===== config.mk =====
export PLATFORM = sky130hd
export DESIGN_NAME = alu_pipelined_muldiv
export DESIGN_NICKNAME = d
export VERILOG_FILES = /design/src/rtl/alu_pipelined_muldiv.sv
export SDC_FILE = /design/constraint.sdc
export NUM_CORES = 2
export LEC_CHECK = 0
export CORE_ASPECT_RATIO = 1.5
export CORE_MARGIN = 4
export CORE_UTILIZATION = 25
export DETAILED_ROUTE_END_ITERATION = 8
export SLEW_MARGIN = 0
export SYNTH_ARGS = -nofsm -noshare
export SYNTH_HDL_FRONTEND = slang
export SYNTH_SLANG_ARGS = --single-unit

===== constraint.sdc =====
create_clock -name clk -period 20.1 [get_ports clk]
set_input_delay 5.025 -clock clk [delete_from_list [all_inputs] [get_ports clk]]
set_output_delay 5.025 -clock clk [all_outputs]
set_load 0.02 [all_outputs]

===== src/rtl/alu_pipelined_muldiv.sv =====
// Execute unit: RV32I/RV64I base ALU, W ops and M-extension ops behind a
// valid/ready handshake. MUL/DIV run on an iterative datapath with fixed latency.
module alu_pipelined_muldiv #(
   parameter int unsigned XLEN     = 64,
   parameter int unsigned ENABLE_M = 1
) (
   input  logic            clk,
   input  logic            rst_n,
   input  logic            kill,
   input  logic            in_valid,
   output logic            in_ready,
   input  logic [3:0]      alu_funct,
   input  logic            muldiv,
   input  logic            op_word,
   input  logic [XLEN-1:0] operand_a,
   input  logic [XLEN-1:0] operand_b,
   output logic            out_valid,
   input  logic            out_ready,
   output logic [XLEN-1:0] result,
   output logic            result_eq_zero
);

   localparam int unsigned SHW   = $clog2(XLEN);
   localparam int unsigned CNT_W = $clog2(XLEN + 1);
   localparam int unsigned PW    = 2 * XLEN;

   typedef enum logic [1:0] {IDLE, BUSY, DONE} state_t;

   state_t           state;
   logic [CNT_W-1:0] cnt;

   // Iterative datapath registers, shared by multiply and divide
   logic [PW-1:0]    acc;
   logic [PW-1:0]    mcand;
   logic [XLEN-1:0]  lo;
   logic             op_div;
   logic             op_sel;
   logic             op_neg;
   logic             op_dz;
   logic             op_w;

   function automatic logic [XLEN-1:0] sext32(input logic [31:0] x);
      return XLEN'($signed(x));
   endfunction

   function automatic logic [XLEN-1:0] zext32(input logic [31:0] x);
      return XLEN'(x);
   endfunction

   logic [2:0] f3;
   logic       word_ok;
   logic       use_w_base;
   logic       use_w_m;
   logic       m_op;
   logic       accept;

   assign f3         = alu_funct[2:0];
   assign word_ok    = (XLEN == 64) && op_word;
   assign use_w_base = word_ok && (f3 == 3'b000 || f3 == 3'b001 || f3 == 3'b101);
   assign use_w_m    = word_ok && (f3 == 3'b000 || f3[2]);
   assign m_op       = muldiv && (ENABLE_M != 0);
   assign in_ready   = !kill && (state == IDLE || (state == DONE && out_ready));
   assign accept     = in_valid && in_ready;

   // Single-cycle base ALU
   logic [XLEN-1:0] base_res;
   logic [XLEN-1:0] sra_res;
   logic [31:0]     a32;
   logic [31:0]     b32;
   logic [31:0]     w_res;
   logic [31:0]     sraw_res;
   logic [SHW-1:0]  shamt;
   logic [4:0]      shamt_w;

   always_comb begin
      base_res = '0;
      w_res    = '0;
      a32      = operand_a[31:0];
      b32      = operand_b[31:0];
      shamt    = operand_b[SHW-1:0];
      shamt_w  = operand_b[4:0];
      sra_res  = $signed(operand_a) >>> shamt;
      sraw_res = $signed(a32) >>> shamt_w;
      if (muldiv) begin
         base_res = '0;
      end else if (use_w_base) begin
         case (f3)
            3'b000:  w_res = alu_funct[3] ? a32 - b32 : a32 + b32;
            3'b001:  w_res = a32 << shamt_w;
            default: w_res = alu_funct[3] ? sraw_res : a32 >> shamt_w;
         endcase
         base_res = sext32(w_res);
      end else begin
         case (f3)
            3'b000:  base_res = alu_funct[3] ? operand_a - operand_b : operand_a + operand_b;
            3'b001:  base_res = operand_a << shamt;
            3'b010:  base_res = XLEN'($signed(operand_a) < $signed(operand_b));
            3'b011:  base_res = XLEN'(operand_a < operand_b);
            3'b100:  base_res = operand_a ^ operand_b;
            3'b101:  base_res = alu_funct[3] ? sra_res : operand_a >> shamt;
            3'b110:  base_res = operand_a | operand_b;
            default: base_res = operand_a & operand_b;
         endcase
      end
   end

   // M-op operand preparation: work on magnitudes, fix the sign at the end
   logic             sign_a_op;
   logic             sign_b_op;
   logic [XLEN-1:0]  a_ext;
   logic [XLEN-1:0]  b_ext;
   logic             neg_a;
   logic             neg_b;
   logic [XLEN-1:0]  mag_a;
   logic [XLEN-1:0]  mag_b;
   logic             div_zero;
   logic             m_sel;
   logic             m_neg;
   logic [CNT_W-1:0] m_width;

   always_comb begin
      sign_a_op = (f3 == 3'b001) || (f3 == 3'b010) || (f3 == 3'b100) || (f3 == 3'b110);
      sign_b_op = (f3 == 3'b001) || (f3 == 3'b100) || (f3 == 3'b110);
      if (use_w_m) begin
         a_ext = sign_a_op ? sext32(a32) : zext32(a32);
         b_ext = sign_b_op ? sext32(b32) : zext32(b32);
      end else begin
         a_ext = operand_a;
         b_ext = operand_b;
      end
      neg_a    = sign_a_op && a_ext[XLEN-1];
      neg_b    = sign_b_op && b_ext[XLEN-1];
      mag_a    = neg_a ? -a_ext : a_ext;
      mag_b    = neg_b ? -b_ext : b_ext;
      div_zero = (b_ext == '0);
      if (!f3[2]) begin
         m_sel = (f3 != 3'b000);
         m_neg = neg_a ^ neg_b;
      end else begin
         m_sel = f3[1];
         m_neg = f3[1] ? neg_a : ((neg_a ^ neg_b) && !div_zero);
      end
      m_width = CNT_W'(use_w_m ? 32 : XLEN);
   end

   // One shift-add multiply step or one restoring-divide step
   logic [XLEN:0]   rem_sh;
   logic [XLEN+1:0] diff;
   logic [PW-1:0]   acc_n;
   logic [PW-1:0]   mcand_n;
   logic [XLEN-1:0] lo_n;

   always_comb begin
      rem_sh  = {acc[XLEN-1:0], lo[XLEN-1]};
      diff    = {1'b0, rem_sh} - {2'b00, mcand[XLEN-1:0]};
      acc_n   = acc;
      mcand_n = mcand;
      lo_n    = lo;
      if (op_div) begin
         acc_n = diff[XLEN+1] ? PW'(rem_sh) : PW'(diff[XLEN:0]);
         lo_n  = {lo[XLEN-2:0], !diff[XLEN+1]};
      end else begin
         if (lo[0]) acc_n = acc + mcand;
         mcand_n = mcand << 1;
         lo_n    = lo >> 1;
      end
   end

   // Final sign fix-up and result selection, applied to the last step's outputs
   logic [PW-1:0]   mul_p;
   logic [XLEN-1:0] rem_v;
   logic [XLEN-1:0] md_full;
   logic [XLEN-1:0] md_res;

   always_comb begin
      mul_p = op_neg ? -acc_n : acc_n;
      rem_v = acc_n[XLEN-1:0];
      if (!op_div)     md_full = op_sel ? mul_p[PW-1:XLEN] : mul_p[XLEN-1:0];
      else if (op_sel) md_full = op_neg ? -rem_v : rem_v;
      else if (op_dz)  md_full = '1;
      else             md_full = op_neg ? -lo_n : lo_n;
      md_res = op_w ? sext32(md_full[31:0]) : md_full;
   end

   // Control FSM with registered outputs; kill outranks accept and out_ready
   always_ff @(posedge clk) begin
      if (!rst_n) begin
         state          <= IDLE;
         cnt            <= '0;
         out_valid      <= 1'b0;
         result         <= '0;
         result_eq_zero <= 1'b1;
         acc            <= '0;
         mcand          <= '0;
         lo             <= '0;
         op_div         <= 1'b0;
         op_sel         <= 1'b0;
         op_neg         <= 1'b0;
         op_dz          <= 1'b0;
         op_w           <= 1'b0;
      end else if (kill) begin
         state     <= IDLE;
         cnt       <= '0;
         out_valid <= 1'b0;
      end else if (accept && m_op) begin
         state     <= BUSY;
         cnt       <= m_width;
         out_valid <= 1'b0;
         op_div    <= f3[2];
         op_sel    <= m_sel;
         op_neg    <= m_neg;
         op_dz     <= div_zero;
         op_w      <= use_w_m;
         acc       <= '0;
         if (f3[2]) begin
            mcand <= PW'(mag_b);
            lo    <= use_w_m ? mag_a << (XLEN - 32) : mag_a;
         end else begin
            mcand <= PW'(mag_a);
            lo    <= mag_b;
         end
      end else if (accept) begin
         state          <= DONE;
         out_valid      <= 1'b1;
         result         <= base_res;
         result_eq_zero <= (base_res == '0);
      end else begin
         case (state)
            BUSY: begin
               cnt   <= cnt - CNT_W'(1);
               acc   <= acc_n;
               mcand <= mcand_n;
               lo    <= lo_n;
               if (cnt == CNT_W'(1)) begin
                  state          <= DONE;
                  out_valid      <= 1'b1;
                  result         <= md_res;
                  result_eq_zero <= (md_res == '0);
               end
            end
            DONE: begin
               if (out_ready) begin
                  state     <= IDLE;
                  out_valid <= 1'b0;
               end
            end
            default: ;
         endcase
      end
   end

endmodule


== After elaboration in Yosys (flattened, before gate mapping) ==
Cells that the tools add are included.
Word-level totals
  memory bits (read-only): 0
  bits of input ports: 139
  output and inout bits: 67
  RAM bits: 0
  memories: 0
  latch bits: 0
  bits in registers: 400
  word-level logic and storage cells: 158
Cells by class
  shifts and indexed selects: 6
  multiply operators: 0
  add/subtract/negate cells: 12
  reduce and logical (&&, ||, !) cells: 41
  multiplexer cells: 61
  eq/ne operators: 15
  div/mod/pow operators: 0
  magnitude comparators: 2
  bitwise gates (word level): 7
Operators by type and width (number)
  2-to-1 mux 64 bit: 27
  2-to-1 mux 128 bit: 10
  case mux 64 bit (7 select lines): 1
  negator 64 bit: 4
  zero test 64 bit: 3
  adder 128 bit: 1
  less-than comparator 64 bit: 2
  negator 128 bit: 1
  subtractor 65 x 64 -> 66 bit: 1
  2-to-1 mux 65 bit: 1
  adder 64 bit: 1
  bitwise AND 64 bit: 1
  2-to-1 mux 32 bit: 2
  bitwise OR 64 bit: 1
  case mux 32 bit (2 select lines): 1
  left shift 64 x 6 -> 64 bit: 1
  >> shifter 64 x 6 -> 64 bit: 1
  >>> shifter 64 x 6 -> 64 bit: 1
  subtractor 64 bit: 1
  XOR 64 bit: 1
  adder 32 bit: 1
  left shift 32 x 5 -> 32 bit: 1
  >> shifter 32 x 5 -> 32 bit: 1
  >>> shifter 32 x 5 -> 32 bit: 1
  other kinds (32): 78

== Longest topological paths before layout ==
  depth after elaboration: 13
  gate-level depth with buffers: 34
  gate-level depth less buffers: 28

== Least setup slack after synthesis ==
OpenSTA, ideal clock, no wires.
  path kind: input-to-reg
  start: input port operand_b[1]
  end: register result_eq_zero
  arrival: 12.389 ns
  library setup time: 0.120 ns
  data required time: 19.980 ns
  path buffers: 9
  cell stages on the path: 31
  setup slack: 7.590 ns
  cells stage by stage: clkbuf_1 -> clkbuf_1 -> clkbuf_1 -> buf_2 -> buf_2 -> buf_1 -> buf_1 -> clkbuf_1 -> buf_1 -> mux2i_1 -> fa_1 -> a21o_1 -> a21o_1 -> a2111o_1 -> nand2_1 -> nand3_1 -> a2111o_1 -> a41o_1 -> a41o_1 -> a21oi_1 -> nor3b_1 -> o31a_1 -> a211oi_1 -> or4_1 -> nand2_1 -> nor4_1 -> and4_1 -> nand4_1 -> nor3_1 -> a41oi_1 -> o21ai_1
On the way
  longest elaborated chain between the ends: 7
  elaborated cells on any way between the ends: 25
  classes of those cells: add/sub (4); order compare (2); shift (6); mux (9); bitwise (3); reduce/logical (1)
RTL lines
  from (decl): line 16  | input logic [XLEN-1:0] operand_b,
  adder 64 bit, or another cell as far along: line 95  | 3'b000: base_res = alu_funct[3] ? operand_a - operand_b : operand_a + operand_b;
  2-to-1 mux 64 bit, or another cell as far along: line 95
  case mux 64 bit (7 select lines) or case mux 32 bit (2 select lines) (tied branches): line 94, 87
  2-to-1 mux 64 bit (*): line 86  | end else if (use_w_base) begin
  2-to-1 mux 64 bit (*): line 84  | if (muldiv) begin
  zero test 64 bit (*): line 226  | result_eq_zero <= (base_res == '0);
  2-to-1 mux 1 bit (*): line 222  | end else if (accept) begin
  to (signal assigned): line 226
  to (signal assigned): line 238  | result_eq_zero <= (md_res == '0);
  to (decl): line 20  | output logic result_eq_zero
Every way passes the cells marked *; elsewhere a longest branch is shown, timed or not.
A chain may end at the register's enable or synchronous reset.

== Final worst setup path ==
  start: input port operand_b[0]
  end: register result_eq_zero
The elaborated chain is that of the path after synthesis.

==> impl_metrics.env <==
export IMPL_detail_route_wirelength_um=552000
export IMPL_die_ht_um=660
export IMPL_nNetsFinal=10905
export IMPL_routed_via_count=93651
export IMPL_drt_vias_per_instance=6.61
export IMPL_numCtsBuffers=43
export IMPL_fin_worst_skew_ps=79.0
export IMPL_post_synth_instance_area_um2=70900
export IMPL_setup_worst_path_class="in -> reg"
export IMPL_fin_setup_tns_ps=0
export IMPL_cts_hold_fix_buffers=0
export IMPL_setup_viol=0
export IMPL_synth_top_cells_by_area="sky130_fd_sc_hd__dfxtp_1, sky130_fd_sc_hd__a21oi_1, sky130_fd_sc_hd__ha_1"
export IMPL_clockBufferDepth=3
export IMPL_synth_lib_cells_used_distinct=125
export IMPL_synth_net_count=11142
export IMPL_number_of_flops_mapped_to_enable_cells_by_yosys=0
export IMPL_drt_antenna_violating_nets=0
export IMPL_dp_slack_ps=6460
export IMPL_critical_path_max_stage_delay_ps=1120
export IMPL_power_total_uw=3740
export IMPL_cts_tree="yes"
export IMPL_cts_setup_buffers=0
export IMPL_htree_levels=2
export IMPL_hold_worst_slack_ps=454
export IMPL_site_row_count=239
export IMPL_drt_pass1_iterations=9
export IMPL_ir_worst_vdd_uv=57.4
export IMPL_post_route_drc=2
export IMPL_layout_worst_path_cycle_share=0.670
export IMPL_synth_avg_cell_area_um2=6.70
export IMPL_power_static_leakage_uw=0.0289
export IMPL_die_w_um=443
export IMPL_clock_latency_ps=730
export IMPL_hpwlAfterDp_um=435000
export IMPL_worst_slew_margin_rel=-0.0481
export IMPL_worst_hold_path_type="reg -> reg"
export IMPL_yosys_warn_count=0
export IMPL_grt_start_max_net_pins=157
export IMPL_post_synth_top_count_cell="sky130_fd_sc_hd__nor2_1"
export IMPL_tightestPinTransition_ps=1570
export IMPL_grt_antenna_before_repair=77
export IMPL_finalWorstSetupSlack_ps=6630
export IMPL_cts_resized=0
export IMPL_synth_cells_most_frequent="sky130_fd_sc_hd__nor2_1, sky130_fd_sc_hd__a21oi_1, sky130_fd_sc_hd__nand2_1"
export IMPL_clock_root_buffer="sky130_fd_sc_hd__clkbuf_16"
export IMPL_design_core_area_um2=282000
export IMPL_worst_setup_hold_path_clk_slew_ps=70
export IMPL_ffs_w_async_s_r_synth=0
export IMPL_layout_area_overhead_vs_synth_pct=11.6
export IMPL_initialDrtViolationCount=12630
export IMPL_global_route_overflow_total=0
export IMPL_global_route_usage_total=0.359
export IMPL_grt_pass1_wl_um=742000
export IMPL_setup_worst_path_start_class="input port"
export IMPL_worstPathMaxFanout=59
export IMPL_crit_arrival_ps=14090
export IMPL_timing_max_cap_violations=5
export IMPL_netlist_instances=10578
export IMPL_synth_sequential_area_ratio=0.113
export IMPL_min_period_ps=13470
export IMPL_report_final_slew_viol_count=9
export IMPL_hold_violations=0
export IMPL_p_per_area_nw_per_um2=47.3
export IMPL_grt_setup_unrepaired="no"
export IMPL_pin_count=206
export IMPL_cts_sinks=399
export IMPL_run_status="finished, violations left"
export IMPL_failed_checks="design-rule violations, max-capacitance violations, max-slew violations"
export IMPL_gp_routability_congestion=1.15
export IMPL_worstSetupEndpointType="flip-flop"
export IMPL_cell_with_the_largest_stage_delay_on_the_worst_path="sky130_fd_sc_hd__nor4b_1"
export IMPL_grt_pass1_vias=87720
export IMPL_start_util=0.251
export IMPL_netlist_top_cell_by_area="sky130_fd_sc_hd__dfxtp_1"
export IMPL_final_util=0.280
export IMPL_placement_io_buffers=205
export IMPL_design_die_area_um2=292000
export IMPL_ys_dominant_reg_cell="sky130_fd_sc_hd__dfxtp_1"
export IMPL_cp_required_ps=20720
export IMPL_synth_top_cell_area_share=0.113
export IMPL_achievable_frequency_ghz=0.0742
export IMPL_drive_gt1_frac=0.0862
export IMPL_routedWlPerCell_um=38.9
export IMPL_ys_seq_elements=399
==> state kept, by name (all words and copies together) (netlist names) <==
name / cells
mcand: 128
result: 64
lo: 64
out_valid: 1
op_sel: 1
op_w: 1
state: 1
op_neg: 1
op_dz: 1
cnt: 7
result_eq_zero: 1
op_div: 1
acc: 128
==> metal layers <==
layer	share of wire	global-route usage	wire length, um
met5	0.00046	0.000655	256
met4	0.14	0.399	76500
met3	0.10	0.111	55200
met1	0.32	0.359	177000
met2	0.44	0.567	242000
==> worst max-delay path: cells and delay by family <==
family                   cells  cell delay (ps)
AO/OA/AOI/OAI                6             1440
adder cells (fa/ha/maj)      1              370
buffers and inverters        3             1020
AND/OR/NAND/NOR             15             5720
XOR/XNOR                     2              430
==> path summary, 6_finish.rpt <==
kind	startpoint	end	slack [ps]	depth (start not counted)
worst max-delay path	operand_b[0]	result_eq_zero	6630	27
worst min-delay path	result[49]	result[49]	450	2
worst max register to register	acc[26]	result_eq_zero	9640	22
worst min register to register	result[49]	result[49]	450	2
==> metrics by stage <==
step / std cells / cell area, um^2
floorplan: 10578 / 70900
global placement: 14021 / 77200
detailed placement: 14021 / 77200
CTS: 14099 / 78700
global route: 14111 / 78900
finish: 14168 / 79100
==> cell type report <==
| class | instances | area [um^2] |
|---|---|---|
| timing repair buffer | 578 | 4880 |
| clock inverter | 22 | 258 |
| sequential | 399 | 8000 |
| clock buffer | 56 | 1180 |
| tap | 3735 | 4670 |
| fill | 31878 | 203000 |
| inverter | 362 | 1370 |
| multi-input combinational | 8957 | 58500 |
| antenna | 59 | 148 |
==> cells in the final DEF, fill, tap and decap left out, drive strengths merged, types with 106 or more instances in the layout <==
cell and count:
o21ai 750, nand4 188, xnor2 287, ha 420
inv 362, dfxtp 399, a21oi 1103, xor2 121
nand2 1081, nand3 342, nor3 282, clkdlybuf4s50 193
nor4 110, a21o 106, a31oi 135, nor2 1286
buf 383, a211oi 299, o31ai 114, mux4 137
mux2i 215, a22oi 127, o211ai 205
==> logic make-up after synthesis <==
family	share of synthesized area
adder cells (fa/ha/maj)	0.0756
XOR/XNOR	0.0504
buffers and inverters	0.0662
flip-flops	0.113
AO/OA/AOI/OAI	0.351
multiplexers	0.0865
AND/OR/NAND/NOR	0.257
==> power breakdown <==
| group | switching, uW | internal [uW] |
|---|---|---|
| Clock | 429 | 461 |
| Combinational | 1480 | 557 |
| Sequential | 15.3 | 800 |
| Total | 1920 | 1820 |
Power figures use the tool's default switching activity.
